### config.mk
export PLATFORM = sky130hd
export DESIGN_NAME = button_scan_controller
export DESIGN_NICKNAME = d
export VERILOG_FILES = /design/src/rtl/button_scan_pkg.sv /design/src/rtl/button_scan_controller_event_fifo.sv /design/src/rtl/button_scan_controller.sv
export SDC_FILE = /design/constraint.sdc
export NUM_CORES = 1
export LEC_CHECK = 0
export BUFFER_PORTS_ARGS = -buffer_cell sky130_fd_sc_hd__buf_4
export CAP_MARGIN = 20
export CORE_AREA = 5 5 100 102
export CTS_BUF_LIST = sky130_fd_sc_hd__clkbuf_8
export DETAILED_ROUTE_END_ITERATION = 6
export DIE_AREA = 0 0 105 107
export GPL_ROUTABILITY_DRIVEN = 0
export PLACE_DENSITY = 0.52
export SYNTH_ARGS = -nofsm -noshare
export SYNTH_HDL_FRONTEND = slang
export SYNTH_SLANG_ARGS = --single-unit
### constraint.sdc
create_clock -name clk -period 3.4 [get_ports clk]
set_clock_uncertainty 0.1 [all_clocks]
set_input_delay 0.68 -clock clk [delete_from_list [all_inputs] [get_ports clk]]
set_output_delay 0.68 -clock clk [all_outputs]
set_load 0.02 [all_outputs]
### src/rtl/button_scan_pkg.sv
// ---------------------------------------------------------------------------
// button_scan_pkg
// Shared types for the button scan controller and its event queue.
//   scan_state_t : scheduler states (idle between sample ticks, scanning)
//   event_t      : one queued button event, {button index, new level}
//   id_width()   : index width for a given button count (never below 1)
// ---------------------------------------------------------------------------
package button_scan_pkg;

    // Scheduler: idle between sample ticks, then one sweep over all buttons.
    typedef enum logic {
        S_IDLE = 1'b0,
        S_SCAN = 1'b1
    } scan_state_t;

    // The id field is sized for the largest supported button count (16) so
    // the struct layout does not depend on the top-level parameters.
    localparam int EVENT_ID_W = 4;

    typedef struct packed {
        logic [EVENT_ID_W-1:0] id;
        logic                  pressed;
    } event_t;

    function automatic int id_width(input int n);
        return (n > 1) ? $clog2(n) : 1;
    endfunction

endpackage

### src/rtl/button_scan_controller_event_fifo.sv
// ---------------------------------------------------------------------------
// event_fifo
// Small synchronous FIFO with valid/ready style pop and drop reporting.
//   clk, rst    : clock, asynchronous active-high reset
//   push_valid  : write request; push_data is stored if there is room
//   push_data   : entry to store
//   pop_ready   : consumer takes the head entry (ignored while empty)
//   pop_data    : head entry, meaningful only while empty is low
//   full, empty : occupancy flags
//   drop        : a push was refused because the queue was full and no pop
//                 freed a slot in the same cycle
// ---------------------------------------------------------------------------
module event_fifo #(
    parameter int WIDTH = 5,
    parameter int DEPTH = 4
) (
    input  logic             clk,
    input  logic             rst,
    input  logic             push_valid,
    input  logic [WIDTH-1:0] push_data,
    input  logic             pop_ready,
    output logic [WIDTH-1:0] pop_data,
    output logic             full,
    output logic             empty,
    output logic             drop
);

    localparam int AW = (DEPTH > 1) ? $clog2(DEPTH) : 1;

    logic [WIDTH-1:0] mem_q [DEPTH];
    logic [WIDTH-1:0] mem_d [DEPTH];
    logic [AW:0]      wr_ptr_q, wr_ptr_d;
    logic [AW:0]      rd_ptr_q, rd_ptr_d;
    logic             do_push;
    logic             do_pop;

    // Pointers carry one extra wrap bit so full and empty are distinguishable
    // when the index bits coincide.
    assign empty = (wr_ptr_q == rd_ptr_q);
    assign full  = (wr_ptr_q[AW] != rd_ptr_q[AW]) &&
                   (wr_ptr_q[AW-1:0] == rd_ptr_q[AW-1:0]);

    assign pop_data = mem_q[rd_ptr_q[AW-1:0]];

    // A pop in the same cycle frees the slot, so a push into a full queue
    // still succeeds when the consumer is draining.
    assign do_pop  = pop_ready && !empty;
    assign do_push = push_valid && (!full || do_pop);
    assign drop    = push_valid && full && !do_pop;

    always_comb begin
        mem_d    = mem_q;
        wr_ptr_d = wr_ptr_q;
        rd_ptr_d = rd_ptr_q;
        if (do_push) begin
            mem_d[wr_ptr_q[AW-1:0]] = push_data;
            wr_ptr_d                = wr_ptr_q + (AW+1)'(1);
        end
        if (do_pop) begin
            rd_ptr_d = rd_ptr_q + (AW+1)'(1);
        end
    end

    always_ff @(posedge clk or posedge rst) begin
        if (rst) begin
            wr_ptr_q <= '0;
            rd_ptr_q <= '0;
            for (int i = 0; i < DEPTH; i++) begin
                mem_q[i] <= '0;
            end
        end else begin
            wr_ptr_q <= wr_ptr_d;
            rd_ptr_q <= rd_ptr_d;
            mem_q    <= mem_d;
        end
    end

endmodule

### src/rtl/button_scan_controller.sv
// ---------------------------------------------------------------------------
// button_scan_controller
// Debounces N_BUTTONS raw buttons with one shared compare/count datapath that
// is time-multiplexed over the buttons once per sample period, and queues an
// event for every accepted level change.
//   clk, rst       : clock, asynchronous active-high reset
//   buttons_in     : raw bouncy buttons, asynchronous to clk
//   debounced_out  : accepted stable level per button
//   event_valid    : event queue non-empty
//   event_ready    : consumer accepts the head event
//   event_id       : button index of the head event
//   event_pressed  : head event direction (1 = rose, 0 = fell)
//   overflow       : sticky, an event was dropped because the queue was full
//   clr_overflow   : synchronous clear of overflow (a same-cycle drop wins)
// ---------------------------------------------------------------------------
module button_scan_controller
    import button_scan_pkg::*;
#(
    parameter int N_BUTTONS      = 4,
    parameter int SAMPLE_DIV     = 1000,
    parameter int STABLE_SAMPLES = 4,
    parameter int FIFO_DEPTH     = 4
) (
    input  logic                 clk,
    input  logic                 rst,
    input  logic [N_BUTTONS-1:0] buttons_in,
    output logic [N_BUTTONS-1:0] debounced_out,
    output logic                 event_valid,
    input  logic                 event_ready,
    output logic [((N_BUTTONS > 1) ? $clog2(N_BUTTONS) : 1)-1:0] event_id,
    output logic                 event_pressed,
    output logic                 overflow,
    input  logic                 clr_overflow
);

    localparam int ID_W  = id_width(N_BUTTONS);
    localparam int CNT_W = $clog2(STABLE_SAMPLES + 1);
    localparam int PS_W  = $clog2(SAMPLE_DIV);

    localparam logic [PS_W-1:0]  PS_LAST  = PS_W'(SAMPLE_DIV - 1);
    localparam logic [CNT_W-1:0] CNT_LAST = CNT_W'(STABLE_SAMPLES - 1);
    localparam logic [ID_W-1:0]  IDX_LAST = ID_W'(N_BUTTONS - 1);

    logic [N_BUTTONS-1:0] sync1_q, sync1_d;
    logic [N_BUTTONS-1:0] sync2_q, sync2_d;
    logic [PS_W-1:0]      ps_cnt_q, ps_cnt_d;
    logic                 sample_tick;
    scan_state_t          state_q, state_d;
    logic [ID_W-1:0]      scan_idx_q, scan_idx_d;
    logic [N_BUTTONS-1:0] stable_q, stable_d;
    logic [CNT_W-1:0]     dis_cnt_q [N_BUTTONS];
    logic [CNT_W-1:0]     dis_cnt_d [N_BUTTONS];
    logic                 overflow_q, overflow_d;

    logic                 cur_in;
    logic                 cur_stable;
    logic [CNT_W-1:0]     cur_cnt;
    logic                 ev_push;
    event_t               ev_data;
    event_t               head;
    logic [$bits(event_t)-1:0] head_bits;
    logic                 fifo_full;
    logic                 fifo_empty;
    logic                 fifo_drop;
    logic [EVENT_ID_W:0]  unused_bits;

    // Two-flop synchronizer; only sync2 is ever looked at by the datapath.
    always_comb begin
        sync1_d = buttons_in;
        sync2_d = sync1_q;
    end

    // Free-running prescaler; the tick marks the last count of each period.
    assign sample_tick = (ps_cnt_q == PS_LAST);

    always_comb begin
        ps_cnt_d = sample_tick ? '0 : ps_cnt_q + PS_W'(1);
    end

    // Scheduler: each tick starts a sweep that visits one button per cycle.
    // SAMPLE_DIV >= N_BUTTONS+1 guarantees a sweep ends before the next tick.
    always_comb begin
        state_d    = state_q;
        scan_idx_d = scan_idx_q;
        case (state_q)
            S_IDLE: begin
                if (sample_tick) begin
                    state_d    = S_SCAN;
                    scan_idx_d = '0;
                end
            end
            S_SCAN: begin
                if (scan_idx_q == IDX_LAST) begin
                    state_d = S_IDLE;
                end else begin
                    scan_idx_d = scan_idx_q + ID_W'(1);
                end
            end
            default: state_d = S_IDLE;
        endcase
    end

    // Shared compare/count datapath for the visited button. A level change
    // is accepted only after STABLE_SAMPLES consecutive disagreeing visits;
    // any agreeing visit restarts the count.
    always_comb begin
        cur_in     = sync2_q[scan_idx_q];
        cur_stable = stable_q[scan_idx_q];
        cur_cnt    = dis_cnt_q[scan_idx_q];
        stable_d   = stable_q;
        dis_cnt_d  = dis_cnt_q;
        ev_push    = 1'b0;
        ev_data    = '0;
        if (state_q == S_SCAN) begin
            if (cur_in == cur_stable) begin
                dis_cnt_d[scan_idx_q] = '0;
            end else if (cur_cnt == CNT_LAST) begin
                stable_d[scan_idx_q]  = cur_in;
                dis_cnt_d[scan_idx_q] = '0;
                ev_push               = 1'b1;
            end else begin
                dis_cnt_d[scan_idx_q] = cur_cnt + CNT_W'(1);
            end
        end
        ev_data.id      = EVENT_ID_W'(scan_idx_q);
        ev_data.pressed = cur_in;
    end

    // Sticky overflow: a drop in the same cycle as a clear keeps it set.
    always_comb begin
        overflow_d = overflow_q;
        if (clr_overflow) begin
            overflow_d = 1'b0;
        end
        if (fifo_drop) begin
            overflow_d = 1'b1;
        end
    end

    always_ff @(posedge clk or posedge rst) begin
        if (rst) begin
            sync1_q    <= '0;
            sync2_q    <= '0;
            ps_cnt_q   <= '0;
            state_q    <= S_IDLE;
            scan_idx_q <= '0;
            stable_q   <= '0;
            overflow_q <= 1'b0;
            for (int i = 0; i < N_BUTTONS; i++) begin
                dis_cnt_q[i] <= '0;
            end
        end else begin
            sync1_q    <= sync1_d;
            sync2_q    <= sync2_d;
            ps_cnt_q   <= ps_cnt_d;
            state_q    <= state_d;
            scan_idx_q <= scan_idx_d;
            stable_q   <= stable_d;
            overflow_q <= overflow_d;
            dis_cnt_q  <= dis_cnt_d;
        end
    end

    event_fifo #(
        .WIDTH ($bits(event_t)),
        .DEPTH (FIFO_DEPTH)
    ) u_event_fifo (
        .clk        (clk),
        .rst        (rst),
        .push_valid (ev_push),
        .push_data  (ev_data),
        .pop_ready  (event_ready),
        .pop_data   (head_bits),
        .full       (fifo_full),
        .empty      (fifo_empty),
        .drop       (fifo_drop)
    );

    assign head = event_t'(head_bits);

    // Head fields are forced to zero while the queue is empty so stale
    // storage never leaks onto the outputs.
    assign debounced_out = stable_q;
    assign event_valid   = !fifo_empty;
    assign event_id      = fifo_empty ? '0 : head.id[ID_W-1:0];
    assign event_pressed = !fifo_empty && head.pressed;
    assign overflow      = overflow_q;

    // Full flag and the upper id bits are not needed at this level.
    assign unused_bits = {fifo_full, head.id};

endmodule

* Word level (Yosys, flattened, before mapping)
Index checks and enable logic that the tools add are counted.
** Cells by class
- Muxes and demuxes :: 34
- Add/subtract/negate cells :: 5
- $lt $le $gt $ge :: 7
- Eq/ne operators :: 9
- Reductions and logical operators :: 16
- Bitwise operators :: 7
** Operator list (count)
- 12-bit two-way mux :: 2
- 20-bit bitwise mux :: 1
- 3-bit two-way mux :: 5
- 12-bit AND :: 1
- 12-bit bitwise mux :: 1
- 12-bit NOT :: 1
- 10-bit by 1-bit adder with 10-bit output, second input constant :: 1
- 5-bit binary-select mux with 2-bit select :: 1
- 5-bit demux with 2-bit select :: 1
- 10-bit == test, second input constant :: 1
- 1-bit two-way mux :: 10
- 10-bit two-way mux :: 1
- 3-bit by 1-bit adder with 3-bit output, second input constant :: 3
- 3-bit >= comparator, second input constant :: 3
- 1-bit logical AND :: 9
- 2-bit NOT with 3-bit output :: 3
- 3-bit binary-select mux with 2-bit select :: 1
- 3-bit demux with 2-bit select :: 1
- 3-bit by 1-bit less-than comparator with 1-bit output, second input constant :: 2
- 2-bit two-way mux :: 3
- 5-bit two-way mux :: 1
- 1-bit binary-select mux with 2-bit select :: 2
- 4-bit bitwise mux :: 1
- 2-bit inequality test, second input constant :: 2
- other kinds (18) :: 21
** Word-level totals
- Word-level logic and storage cells :: 95
- Flip-flop bits (word level) :: 64
- Bits of input ports :: 8
- Output and inout bits :: 9

* Logic depth before layout (Yosys ltp)
Gate-level depths: netlist (run 1).
- Depth after elaboration :: 11
- Gate-level depth with buffers :: 8
- Depth with buffers taken out :: 6

* By module
A second synthesis (run 1) with hierarchy kept.
** Unflattened totals
- Cell total of the unflattened synthesis :: 235
- Area, all modules :: 3201.8 um2
** Modules (own cells, without submodules)
- button_scan_controller :: area an instance 1766.7 um2, sequential area each 950.9 um2, instances 1, cells an instance 145
- event_fifo :: area an instance 1435.1 um2, sequential area each 650.6 um2, instances 1, cells an instance 90

* Worst setup path before layout (run 1)
OpenSTA, ideal clock, no wires.
- Kind :: reg-to-reg
- Start :: register scan_idx_q[0]
- End :: register u_event_fifo.mem_q[15] (netlist name)
- Clock period less this slack :: 2589 ps
- Arrival time :: 2364 ps
- Setup time :: 125 ps
- Slack :: 811 ps
- Data required time :: 3175 ps
- Stages on the path, launching flop included :: 9
- Path buffers :: 2
- Cell sequence :: dfrtp_1 > buf_2 > mux4_2 > inv_1 > ha_1 > clkbuf_1 > nand3_1 > or3b_1 > mux2_2
** On the way
- Longest elaborated chain between the ends :: 9
- Elaborated cells on any way between the ends :: 15
- Classes of those cells :: eq/ne (2); mux (11); bitwise (1); reduce/logical (1)
** Ends and longest elaborated chain
- start: declaration :: line button_scan_controller.sv:49 : logic [ID_W-1:0] scan_idx_q, scan_idx_d;
- start signal: assignment :: line button_scan_controller.sv:157 : scan_idx_q <= scan_idx_d;
- 2-bit NOT with 3-bit output (not written as such) :: line button_scan_controller.sv:109 : cur_cnt = dis_cnt_q[scan_idx_q];
- 3-bit binary-select mux with 2-bit select :: line button_scan_controller.sv:109
- 3-bit two-way mux (not written as such) (2 in a row) :: line button_scan_controller.sv:109
- 3-bit by 2-bit == test with 1-bit output :: line button_scan_controller.sv:117 : end else if (cur_cnt == CNT_LAST) begin
- 1-bit two-way mux :: line button_scan_controller.sv:117
- 1-bit two-way mux :: line button_scan_controller.sv:115 : if (cur_in == cur_stable) begin
- 1-bit two-way mux :: line button_scan_controller.sv:114 : if (state_q == S_SCAN) begin
- 1-bit logical AND :: line button_scan_controller_event_fifo.sv:48 : assign do_push = push_valid && (!full || do_pop);
- end signal: assignment :: line button_scan_controller_event_fifo.sv:74 : mem_q <= mem_d;
- end: declaration :: line button_scan_controller_event_fifo.sv:30 : logic [WIDTH-1:0] mem_q [DEPTH];
Parallel ways exist; a longest one is shown, timed or not. The select of a mux whose other input is x is not followed.
A chain may end at the register's enable or synchronous reset.

* Worst setup path in the final report (run 1)
- Start :: register scan_idx_q[1]
- End :: register u_event_fifo.mem_q[1] (netlist name)
** On the way
- Longest elaborated chain between the ends :: 9
- Elaborated cells on any way between the ends :: 14
- Classes of those cells :: eq/ne (2); mux (10); bitwise (1); reduce/logical (1)
** Ends and longest elaborated chain (line)
- 2-bit NOT with 3-bit output (not written as such) :: button_scan_controller.sv:109
- 3-bit binary-select mux with 2-bit select :: button_scan_controller.sv:109
- 3-bit two-way mux (not written as such) (2 in a row) :: button_scan_controller.sv:109
- 3-bit by 2-bit == test with 1-bit output :: button_scan_controller.sv:117
- 1-bit two-way mux :: button_scan_controller.sv:117
- 1-bit two-way mux * :: button_scan_controller.sv:115
- 1-bit two-way mux * :: button_scan_controller.sv:114
- 1-bit logical AND * :: button_scan_controller_event_fifo.sv:48
Every way passes the cells marked *; elsewhere a longest branch is shown, timed or not. The select of a mux whose other input is x is not followed.

==> results of run 1 <==
[per-stage QoR]
stage / cells / instance area (sq um) / hold slack (ns) / total power (W) / worst slack [ns]
floorplan: 205 / 2650 / 0.231 / 0.000835 / 0.811
global placement: 329 / 2890 / 0.234 / 0.000871 / 0.884
detailed placement: 329 / 2890 / 0.235 / 0.000872 / 0.804
CTS: 337 / 2980 / 0.259 / 0.00125 / 0.784
global route: 337 / 2980 / 0.275 / 0.00130 / 0.659
finish: 337 / 2980 / 0.256 / 0.00123 / 0.794
[critical path, delay by kind of cell (launching register included)]
family	cells	cell delay (ns)
muxes	2	0.64
adders and majority gates	2	0.55
DFF	1	0.61
and+or+nand+nor	2	0.61
[state kept, by name, summed over array words and instances (netlist names)]
register / cells
ps_cnt_q: 10
u_event_fifo.wr_ptr_q: 3
state_q: 1
u_event_fifo.rd_ptr_q: 3
dis_cnt_q: 12
debounced_out: 4
scan_idx_q: 2
u_event_fifo.mem_q: 12
sync1_q: 4
overflow: 1
sync2_q: 4
[power by group]
| group | switching [W] | internal (W) | leakage (nW) |
|---|---|---|---|
| logic | 0.0000590 | 0.0000706 | 0.583 |
| registers | 0.0000343 | 0.000690 | 0.738 |
| clock network | 0.000212 | 0.000163 | 0.0486 |
| total | 0.000305 | 0.000923 | 1.37 |
[kinds of logic (layout without fill, tap and decap cells)]
logic type	after synthesis	count (layout)	share of synthesized area
XOR/XNOR	15	15	0.0497
adder cells (fa/ha/maj)	12	12	0.0568
multiplexers	30	30	0.170
flip-flops	56	56	0.530
buffers and inverters	14	35	0.0270
AND/OR/NAND/NOR	58	58	0.126
AO/OA/AOI/OAI	20	20	0.0402
[cell usage in the layout, fill, tap and decap left out, types with 2 or more instances in the layout]
cell,count
a21oi_1,4
nand3_1,9
xnor2_1,7
ha_1,12
nand2_1,17
dfrtp_1,56
buf_4,20
nor2b_1,2
nand4_1,6
mux4_2,5
clkbuf_8,6
xor2_1,8
mux2_4,3
o21ai_0,14
nand3b_1,2
or3b_1,3
mux2_2,18
and2_1,3
mux4_1,3
nor2_1,5
or3_1,3
inv_1,7
[routing by layer]
layer / vias to the layer above / global-route usage / share of wire
met5: - / 0 / 0
met4: 0 / 0.0356 / 0.019
met3: 6 / 0.0157 / 0.019
met2: 18 / 0.156 / 0.48
met1: 783 / 0.122 / 0.48
li1: 768 / - / -
[path summary, 6_finish.rpt]
path | from | to | slack, ns | cells after the start
max | scan_idx_q[1] | u_event_fifo.mem_q[1] | 0.79 | 6
min | sync1_q[3] | sync2_q[3] | 0.26 | 0
max reg2reg | scan_idx_q[1] | u_event_fifo.mem_q[1] | 0.79 | 6
min reg2reg | sync1_q[3] | sync2_q[3] | 0.26 | 0
max in group asynchronous | rst | dis_cnt_q[5] | 2.13 | 3
min in group asynchronous | rst | debounced_out[1] | 0.41 | 2
[cell type report]
class	instances	area (sq um)
well taps	111	139
clock buffers	6	82.6
fillers	896	6040
inverters	7	26.3
repair buffers	20	150
multi-input cells	135	1170
clock inverters	2	11.3
flip-flops and latches	56	1400
==> flow_metrics.tcl, run 1 <==
set metrics [dict create \
    cts_max_level 2 \
    end_kind "flop" \
    hpwl_mm 3.54 \
    hold_class "flop to flop" \
    area_growth_syn_to_layout_pct 12.8 \
    ir_worst_vdd_mv 0.215 \
    hold_viol 0 \
    fin_crit_sh 0.767 \
    syn-num-nets 225 \
    crit_top_cell "ha_1" \
    grt_antenna_before_repair 0 \
    yosysSeqAreaShare 0.530 \
    yosysWarnings 0 \
    synth_common_cells "56 x dfrtp_1, 18 x mux2_2, 17 x nand2_1" \
    tns_ns 0 \
    vias 1575 \
    fmax_ghz 0.384 \
    power_density_mw_per_mm2 412 \
    clock_sinks 56 \
    vias_per_cell 4.67 \
    cts_tree "yes" \
    path_cells "mux4_2 > ha_1 > ha_1 > nand3_1 > or3b_1 > mux2_4" \
    drive_gt1_frac 0.252 \
    cts_setup_buffers 0 \
    yosysMostFrequentCell "dfrtp_1" \
    finish.utilization 0.331 \
    ioPinCount 17 \
    synthArstFlopShare 1.00 \
    final_nets 245 \
    grt_max_degree 37 \
    first_pass_iters 4 \
    grt.total_usage 0.0936 \
    fin_crit_ns 2.61 \
    synth.distinct_cells 35 \
    cts_resized 0 \
    path_class "flop to flop" \
    port_buffers 16 \
    fp.dieH_microns 107 \
    wirelength_mm 4.76 \
    placementRows 35 \
    postRouteAntennaNets 0 \
    yosys.area.top_type "dfrtp_1" \
    first_iter_violations 58 \
    setup.worst_path.start_class "flop" \
    cts_root_buf "clkbuf_8" \
    core_area_sq_mm 0.00902 \
    slowest_delay_ns 0.61 \
    syn_avg_cell_area_sq_um 12.9 \
    leakage_nw 1.37 \
    clk_latency_ns 0.30 \
    setup_violations 0 \
    die_w_microns 105 \
    slowest_stage "dfrtp_1" \
    antenna_cells 0 \
    netlist.area_leader.share 0.530 \
    die_area_sq_mm 0.0112 \
    relSlewSlack 0.492 \
    clkTransAtPathRegs_ns 0.10 \
    cts_buffers 5 \
    finalMaxSlewViolations 0 \
    ys_ff_latch 56 \
    status "completed" \
    cts_max_path_buffers 2 \
    grt_overflow_total 0 \
    arrival_ns 2.71 \
    drc 0 \
    postSynthCellCount 205 \
    syn_area_sq_mm 0.00265 \
    routedWlPerCell_microns 14.1 \
    synth-main-ff-cell "dfrtp_1" \
    synth_edf_count 0 \
    grt_pass1_vias 1711 \
    grt_setup_unrepaired "no" \
    synth_area_leaders "dfrtp_1 53%, mux2_2 7.7%, ha_1 5.7%, mux4_2 4.3%, mux4_1 3.0%" \
    required_ns 3.50 \
    cap_violations 0 \
    start_util 0.293 \
    worstMarginPinSlew_ns 0.761 \
    grt_pass1_wl_mm 8.58 \
    postCtsHoldBufs 0 \
    cp_max_fo 13 \
]
Power figures use the tool's default switching activity.
==> run 2, diff against run 1 <==
==> constraint.sdc (replaced) <==
create_clock -name clk -period 2.4 [get_ports clk]
set_clock_uncertainty 0.1 [all_clocks]
set_input_delay 0.48 -clock clk [delete_from_list [all_inputs] [get_ports clk]]
set_output_delay 0.48 -clock clk [all_outputs]
set_load 0.02 [all_outputs]
==> run 2 against run 1 <==
Effect of this change: die area unchanged; routed wire length hardly changed; global-route usage about the same; worst setup slack worse by 0.69 ns; via count increased by 0.32%; core utilization grew 0.78 points; sequential power rose by 42%; non-clock buffer count rose by 3; register-to-register slack lost 0.65 ns; final area grew 2.3%; critical path depth fell by 3; sequential cell count stayed put.
==> flow_metrics.tcl, run 2 (synthesized netlist as in run 1, its figures left out) <==
set metrics [dict create \
    hold_class "input port to async pin" \
    relSlewSlack 0.647 \
    cts_buffers 5 \
    fmax_ghz 0.436 \
    cts_setup_buffers 0 \
    p_switching_w 0.000450 \
    end_kind "output port" \
    clock_sinks 56 \
    cts_max_level 2 \
    layout_commonest_cell "dfrtp_1" \
    hold_viol 0 \
    largestRegisters "dis_cnt_q: 12 flops, u_event_fifo.mem_q: 12 flops, ps_cnt_q: 10 flops" \
    die_w_microns 105 \
    arrival_ns 1.71 \
    grt_overflow_total 0 \
    grt_antenna_before_repair 0 \
    fin_crit_sh 0.956 \
    cp_top_family "multiplexers" \
    final_nets 248 \
    power_density_mw_per_mm2 605 \
    fin_crit_ns 2.29 \
    comb_power_share 0.102 \
    dp_slack_ns 0.00393 \
    core_area_sq_mm 0.00902 \
    grt_pass1_vias 1701 \
    slowest_stage "mux4_1" \
    start_util 0.293 \
    fin_hold_ws_ns 0.0997 \
    p_int_w 0.00140 \
    layout_common_cells "55 x dfrtp_1, 22 x buf_4, 18 x mux2_2, 17 x nand2_1, 14 x o21ai_0" \
    hpwl_mm 3.55 \
    clk_latency_ns 0.31 \
    seq_area_sq_mm 0.00140 \
    place_area_sq_mm 0.00293 \
    required_ns 1.82 \
    setup_ws_ns 0.106 \
    die_area_sq_mm 0.0112 \
    vias_per_cell 4.65 \
    switching_share 0.244 \
    crit_buf_inv 1 \
    fillerInstances 898 \
    slowest_delay_ns 0.59 \
    first_pass_iters 4 \
    ioPinCount 17 \
    cts_tree "yes" \
    routedWlPerCell_microns 14.0 \
    setup_violations 0 \
    cts_max_path_buffers 2 \
    path_class "flop to output port" \
    drive_gt1_frac 0.288 \
    tns_ns 0 \
    cts_root_buf "clkbuf_8" \
    stdcell_area_sq_mm 0.00305 \
    area_growth_syn_to_layout_pct 15.4 \
    port_buffers 16 \
    seqPwrFrac 0.555 \
    grt.total_usage 0.0936 \
    ir_worst_vdd_mv 0.314 \
    fp.dieH_microns 107 \
    postRouteAntennaNets 0 \
    finalMaxSlewViolations 0 \
    drc 0 \
    path_cells "mux4_1 > and2_1 > buf_4" \
    reg2reg_slack_ns 0.14 \
    wirelength_mm 4.76 \
    vias 1580 \
    grt_max_degree 34 \
    leakage_nw 1.41 \
    status "completed" \
    multiInputGateArea_sq_mm 0.00118 \
    cp_max_fo 6 \
    antenna_cells 0 \
    clkTransAtPathRegs_ns 0.10 \
    clkPwrFrac 0.343 \
    grt_pass1_wl_mm 8.49 \
    worstMarginPinSlew_ns 0.529 \
    setup.worst_path.start_class "flop" \
    placementRows 35 \
    first_iter_violations 91 \
    cap_violations 0 \
    grt_setup_unrepaired "no" \
]
-- run 2: worst paths after layout --
| check | cells past startpoint | start | endpoint |
|---|---|---|---|
| max | 3 | u_event_fifo.rd_ptr_q[1] | event_id[1] |
| max in group asynchronous | 3 | rst | overflow |
| max reg2reg | 5 | scan_idx_q[0] | u_event_fifo.mem_q[16] |
| min | 2 | rst | debounced_out[1] |
| min reg2reg | 0 | sync1_q[3] | sync2_q[3] |
| min in group clk | 1 | buttons_in[0] | sync1_q[0] |
-- run 2: per-stage QoR --
stage / total power, W / utilization / cells
2_1_floorplan: 0.00118 / - / 205
6_report: 0.00185 / 0.338 / 340
3_3_place_gp: 0.00123 / 0.324 / 332
5_1_grt: 0.00194 / 0.338 / 340
3_5_place_dp: 0.00124 / 0.324 / 332
4_1_cts: 0.00188 / 0.337 / 340
-- run 2: worst register-to-register path: cells and delay by family (launching register included) --
family,cells,cell delay (ns)
multiplexers,2,0.98
AND/OR/NAND/NOR,1,0.31
buffers and inverters,2,0.32
flip-flops,1,0.46
-- run 2: final cells by class --
class	instances	area share
tap	111	0.0455
timing repair buffer	23	0.0607
inverter	7	0.00861
clock buffer	5	0.0225
clock inverter	3	0.0152
sequential	56	0.459
multi-input combinational	135	0.388
-- run 2: routing by layer --
layer  track usage  vias up  wire length (microns)
li1              -      776                      -
met1         0.129      780                   2240
met2         0.143       18                   2310
met3        0.0211        6                    123
met4        0.0384        0                     89
met5             0        -                      0
-- run 2: power groups by stage --
stage | clock, W | combinational [W] | sequential (W)
floorplan | 0 | 0.000162 | 0.00102
global placement | 0 | 0.000187 | 0.00105
detailed placement | 0 | 0.000192 | 0.00105
CTS | 0.000664 | 0.000193 | 0.00103
global route | 0.000702 | 0.000210 | 0.00103
finish | 0.000633 | 0.000188 | 0.00103
-- run 2: timing repair --
action,in CTS,in global routing
setup endpoints to repair,3,9
pin swaps,0,0
gates resized for setup,1,3
hold buffers,0,0
